## config.mk

```make
export PLATFORM = sky130hd
export DESIGN_NAME = trainer_logic_lab
export DESIGN_NICKNAME = d
export VERILOG_FILES = /design/src/rtl/trainer_logic_lab.sv
export SDC_FILE = /design/constraint.sdc
export NUM_CORES = 1
export LEC_CHECK = 0
export CAP_MARGIN = 20
export CORE_MARGIN = 1.5
export CORE_UTILIZATION = 45
export DETAILED_ROUTE_END_ITERATION = 8
export GPL_TIMING_DRIVEN = 0
export PLACE_DENSITY = 0.81
export SLEW_MARGIN = 15
export SYNTH_ARGS = -nofsm -noshare
export SYNTH_HDL_FRONTEND = slang
export SYNTH_SLANG_ARGS = --single-unit
export TNS_END_PERCENT = 5
```

## constraint.sdc

```tcl
create_clock -name clk -period 2.47 [get_ports clk]
set_clock_uncertainty 0.05 [all_clocks]
set_input_delay 0.247 -clock clk [delete_from_list [all_inputs] [get_ports clk]]
set_output_delay 0.247 -clock clk [all_outputs]
set_load 0.02 [all_outputs]
```

## src/rtl/trainer_logic_lab.sv

```systemverilog
// Registered bitwise gate trainer: manual requests with a valid/ready output register,
// plus an optional 8-op sweep compiled in by TRAINER_LOGIC_LAB_SWEEP_EN.
module trainer_logic_lab #(
    parameter int WIDTH = 4
) (
    input  logic             clk,
    input  logic             rst,
    input  logic [WIDTH-1:0] a,
    input  logic [WIDTH-1:0] b,
    input  logic [2:0]       op,
    input  logic             in_valid,
    output logic             in_ready,
    input  logic             start,
    output logic [WIDTH-1:0] result,
    output logic [2:0]       res_op,
    output logic             out_valid,
    input  logic             out_ready,
    output logic             busy,
    output logic             sweep_done
);

    // Handshake: a word moves on any edge where valid and ready are both high;
    // the output register holds result/res_op/out_valid until that edge.
    typedef enum logic {
        IDLE  = 1'b0,
        SWEEP = 1'b1
    } state_t;

    state_t           state_q, state_d;
    logic [WIDTH-1:0] result_q, result_d;
    logic [2:0]       res_op_q, res_op_d;
    logic             out_valid_q, out_valid_d;
    logic             xfer;
    logic             start_take;

    function automatic logic [WIDTH-1:0] gate_eval(input logic [2:0] sel,
                                                   input logic [WIDTH-1:0] x,
                                                   input logic [WIDTH-1:0] y);
        case (sel)
            3'd0:    gate_eval = x & y;
            3'd1:    gate_eval = x | y;
            3'd2:    gate_eval = x ^ y;
            3'd3:    gate_eval = ~(x & y);
            3'd4:    gate_eval = ~(x | y);
            3'd5:    gate_eval = ~(x ^ y);
            3'd6:    gate_eval = ~x;
            default: gate_eval = ~y;
        endcase
    endfunction

    assign xfer = out_valid_q && out_ready;

`ifdef TRAINER_LOGIC_LAB_SWEEP_EN
    logic [WIDTH-1:0] cap_a_q, cap_a_d;
    logic [WIDTH-1:0] cap_b_q, cap_b_d;
    logic [2:0]       idx_q, idx_d;
    logic             last_q, last_d;
    logic             sweep_done_q, sweep_done_d;

    assign start_take = (state_q == IDLE) && start;
    assign busy       = (state_q == SWEEP);
    assign sweep_done = sweep_done_q;
`else
    logic sweep_unused;

    assign sweep_unused = start;
    assign start_take   = 1'b0;
    assign busy         = 1'b0;
    assign sweep_done   = 1'b0;
`endif

    // start wins over a simultaneous manual request.
    assign in_ready = (state_q == IDLE) && (!out_valid_q || out_ready) && !start_take;

    always_comb begin
        state_d     = state_q;
        result_d    = result_q;
        res_op_d    = res_op_q;
        out_valid_d = out_valid_q;
        if (xfer) begin
            out_valid_d = 1'b0;
        end
        if (in_valid && in_ready) begin
            result_d    = gate_eval(op, a, b);
            res_op_d    = op;
            out_valid_d = 1'b1;
        end
`ifdef TRAINER_LOGIC_LAB_SWEEP_EN
        cap_a_d      = cap_a_q;
        cap_b_d      = cap_b_q;
        idx_d        = idx_q;
        last_d       = last_q;
        sweep_done_d = 1'b0;
        if (start_take) begin
            cap_a_d = a;
            cap_b_d = b;
            idx_d   = 3'd0;
            last_d  = 1'b0;
            state_d = SWEEP;
        end else if (state_q == SWEEP) begin
            // last_q marks that index 7 is loaded; finish once it drains.
            if (!last_q && (!out_valid_q || out_ready)) begin
                result_d    = gate_eval(idx_q, cap_a_q, cap_b_q);
                res_op_d    = idx_q;
                out_valid_d = 1'b1;
                idx_d       = idx_q + 3'd1;
                last_d      = (idx_q == 3'd7);
            end else if (last_q && xfer) begin
                state_d      = IDLE;
                last_d       = 1'b0;
                sweep_done_d = 1'b1;
            end
        end
`endif
    end

    always_ff @(posedge clk) begin
        if (rst) begin
            state_q     <= IDLE;
            result_q    <= '0;
            res_op_q    <= 3'd0;
            out_valid_q <= 1'b0;
`ifdef TRAINER_LOGIC_LAB_SWEEP_EN
            cap_a_q      <= '0;
            cap_b_q      <= '0;
            idx_q        <= 3'd0;
            last_q       <= 1'b0;
            sweep_done_q <= 1'b0;
`endif
        end else begin
            state_q     <= state_d;
            result_q    <= result_d;
            res_op_q    <= res_op_d;
            out_valid_q <= out_valid_d;
`ifdef TRAINER_LOGIC_LAB_SWEEP_EN
            cap_a_q      <= cap_a_d;
            cap_b_q      <= cap_b_d;
            idx_q        <= idx_d;
            last_q       <= last_d;
            sweep_done_q <= sweep_done_d;
`endif
        end
    end

    assign result    = result_q;
    assign res_op    = res_op_q;
    assign out_valid = out_valid_q;

endmodule

```

==> impl_metrics.tcl <==
set metrics [dict create \
    r2r_setup_slack_ns 1.19 \
    crit_chain "clkdlybuf4s50_1 -> inv_1 -> ha_1 -> mux4_2 -> mux2_2 -> a32o_1" \
    worstPathBufferInverterCount 2 \
    worst_hold_path.endpoint "res_op[0]" \
    max-cap-violations 0 \
    cts.sink_count 8 \
    setup_repair_after_global_routing_missed_its_margin "false" \
    place_congestion 0.754 \
    timing.hold.ws_ns 0.306 \
    cts-buffers-inserted 3 \
    grt_max_degree 11 \
    hpwl_um 1250 \
    cts_tree "done" \
    synth_compound_area_frac 0.192 \
    clock_period_minus_worst_slack_ns 1.96 \
    maximum_vdd_ir_drop_mv 0.310 \
    post_cts_resize_count 0 \
    syn_area_um2 737 \
    synth_sequential_area_ratio 0.217 \
    postLayoutSetupSlackWorst_ns 0.509 \
    design.core.area_um2 1520 \
    placementRows 14 \
    globalRoute.totalOverflow 0 \
    postPlaceCellArea_um2 981 \
    crit_path_max_fanout 2 \
    antenna_cells 0 \
    timing.critical_path.from_type "input pin" \
    avgSynthCellArea_um2 8.28 \
    avgViaCountPerCell 5.55 \
    min_from "rst" \
    area.growth.synth_to_final_pct 36.2 \
    drc_viols 0 \
    drive_above_1_share 0.104 \
    timing.setup.critical_path_class "input pin to register" \
    worst_r2r_endpoint "result[0]" \
    post_synth_fa_ha_maj_area_fraction 0.136 \
    vias 727 \
    fp.dieW_um 43.5 \
    synth_top_area_cell "sky130_fd_sc_hd__dfxtp_1" \
    root_buffer "sky130_fd_sc_hd__clkbuf_4" \
    synth_cells 89 \
    hold_path_depth 2 \
    wl_um 1560 \
    grt_pass1_wl_um 2730 \
    cts.path.max_buffers 2 \
    cts_hold_buffers 0 \
    power.density_nw_per_um2 387 \
    cp-end-kind "register" \
    power.leakage_nw 0.443 \
    worstReg2RegStart "out_valid" \
    period_share 0.794 \
    cp_data_required_time_ns 2.57 \
    grt.total_usage 0.186 \
    antenna_violations_before_repair 0 \
    detail_route.wl_per_cell_um 11.9 \
    antenna_left 0 \
    layout_nets 141 \
    fmax_mhz 510 \
    number_of_flip_flops_and_latches_in_the_synthesized_netlist 8 \
    critical_path.top_delay_family "multiplexers" \
    synthSimpleGateAreaFrac 0.216 \
    cp_slowest_cell "sky130_fd_sc_hd__clkdlybuf4s50_1" \
    post_synth_mux_area_share 0.129 \
    path_clk_slew_ns 0.05 \
    synth.area.top_cells "sky130_fd_sc_hd__dfxtp_1, sky130_fd_sc_hd__ha_1, sky130_fd_sc_hd__mux2i_1, sky130_fd_sc_hd__nor2b_1, sky130_fd_sc_hd__a32o_1" \
    drt_pass1_iterations 4 \
    via_count_of_the_first_global_routing_pass 675 \
    report.final.slew_viol_count 0 \
    detailedPlace.worstSlack_ns 0.241 \
    synthXorXnorAreaFrac 0 \
    netlist.area_leader.share 0.217 \
    portBuffers 22 \
    die_height_um 43.5 \
    clk_lat_worst_skew_ns 0.25 \
    hold_path_class "input pin to register" \
    boundaryPins 27 \
    htree_num_levels 1 \
    rr_worst_depth 4 \
    fin_setup_tns_ns 0 \
    dieArea_um2 1890 \
    largest_family_of_logic_cells_by_synthesized_area "simple AND/OR/NAND/NOR gates" \
    synth.distinct_cells 29 \
    design_area_um2 1000 \
    final_cell_mix "sky130_fd_sc_hd__clkdlybuf4s50_1, sky130_fd_sc_hd__nand2_1, sky130_fd_sc_hd__inv_1" \
    synth-warning-count 0 \
    floorplan.initialDensity 0.484 \
    mostFrequentLayoutCell "sky130_fd_sc_hd__clkdlybuf4s50_1" \
    timing.final.setup_violations 0 \
    arrival_ns 2.06 \
    post_cts_setup_buffer_count 0 \
    hold_viol 0 \
    drt_iter0_markers 2 \
    total_power_uw 388 \
    status "complete, no violations" \
    crit_path_max_incr_delay_ns 0.48 \
]
==> final cells by class <==
type	count	area [um2]
multi-input cells	66	503
fillers	122	520
clock buffers	3	22.5
flip-flops and latches	8	160
repair buffers	22	220
plain buffers	7	43.8
inverters	9	33.8
well taps	16	20.0
==> cells in the mapped netlist <==
library cell and n:
sky130_fd_sc_hd__buf_2 2, sky130_fd_sc_hd__o21a_1 1, sky130_fd_sc_hd__nor2_1 1, sky130_fd_sc_hd__nand3b_1 2, sky130_fd_sc_hd__nand2b_1 1, sky130_fd_sc_hd__mux2i_1 5, sky130_fd_sc_hd__and3_1 1, sky130_fd_sc_hd__ha_1 8
sky130_fd_sc_hd__dfxtp_1 8, sky130_fd_sc_hd__conb_1 1, sky130_fd_sc_hd__or2_2 1, sky130_fd_sc_hd__o31ai_1 2, sky130_fd_sc_hd__a32o_1 4, sky130_fd_sc_hd__buf_4 2, sky130_fd_sc_hd__mux4_2 1, sky130_fd_sc_hd__nand3_1 3
sky130_fd_sc_hd__a211oi_1 2, sky130_fd_sc_hd__a21oi_1 5, sky130_fd_sc_hd__buf_6 1, sky130_fd_sc_hd__mux2_2 2, sky130_fd_sc_hd__nand2_1 10, sky130_fd_sc_hd__clkbuf_1 2, sky130_fd_sc_hd__inv_1 9, sky130_fd_sc_hd__nor2b_1 7
sky130_fd_sc_hd__and2b_1 1, sky130_fd_sc_hd__o221ai_1 2, sky130_fd_sc_hd__nand4b_1 2, sky130_fd_sc_hd__a21boi_0 2, sky130_fd_sc_hd__o22ai_1 1
==> routing by layer <==
layer	up-vias	GRT usage	routed length, um
li1	370	-	-
met4	0	0.0485	8
met1	338	0.231	688
met3	2	0.0500	63
met2	17	0.319	799
met5	-	0	0
==> per-stage QoR <==
stage          utilization  cells
3_5_place_dp         0.644    128
3_3_place_gp         0.644    128
5_1_grt              0.658    131
2_1_floorplan            -     90
4_1_cts              0.658    131
6_report             0.658    131
==> sequential cells by signal (all words and copies together), names as in the netlist <==
| signal | cells |
|---|---|
| result | 4 |
| res_op | 3 |
| out_valid | 1 |
==> worst max path at each step <==
stage	startpoint	to	slack, ns	cells past startpoint
global placement	b[1]	result[1]	0.27	6
floorplan	a[1]	result[1]	0.82	5
global route	b[1]	result[1]	0.46	6
CTS	a[1]	result[1]	0.50	6
finish	a[1]	result[1]	0.51	6
detailed placement	a[1]	result[1]	0.24	6
==> cell families (layout without fill, tap and decap cells) <==
| group | after synthesis | after routing |
|---|---|---|
| fa+ha+maj | 8 | 8 |
| compound gates | 19 | 19 |
| flops | 8 | 8 |
| other cells | 1 | 2 |
| simple gates | 29 | 29 |
| mux | 8 | 8 |
| buf+inv | 16 | 41 |
==> power by group <==
group          switching [mW]  internal [mW]
logic                  0.0678         0.0768
registers             0.00472          0.139
clock network          0.0443         0.0556
total                   0.117          0.271
No activity file was read; power rests on OpenSTA's default activity.
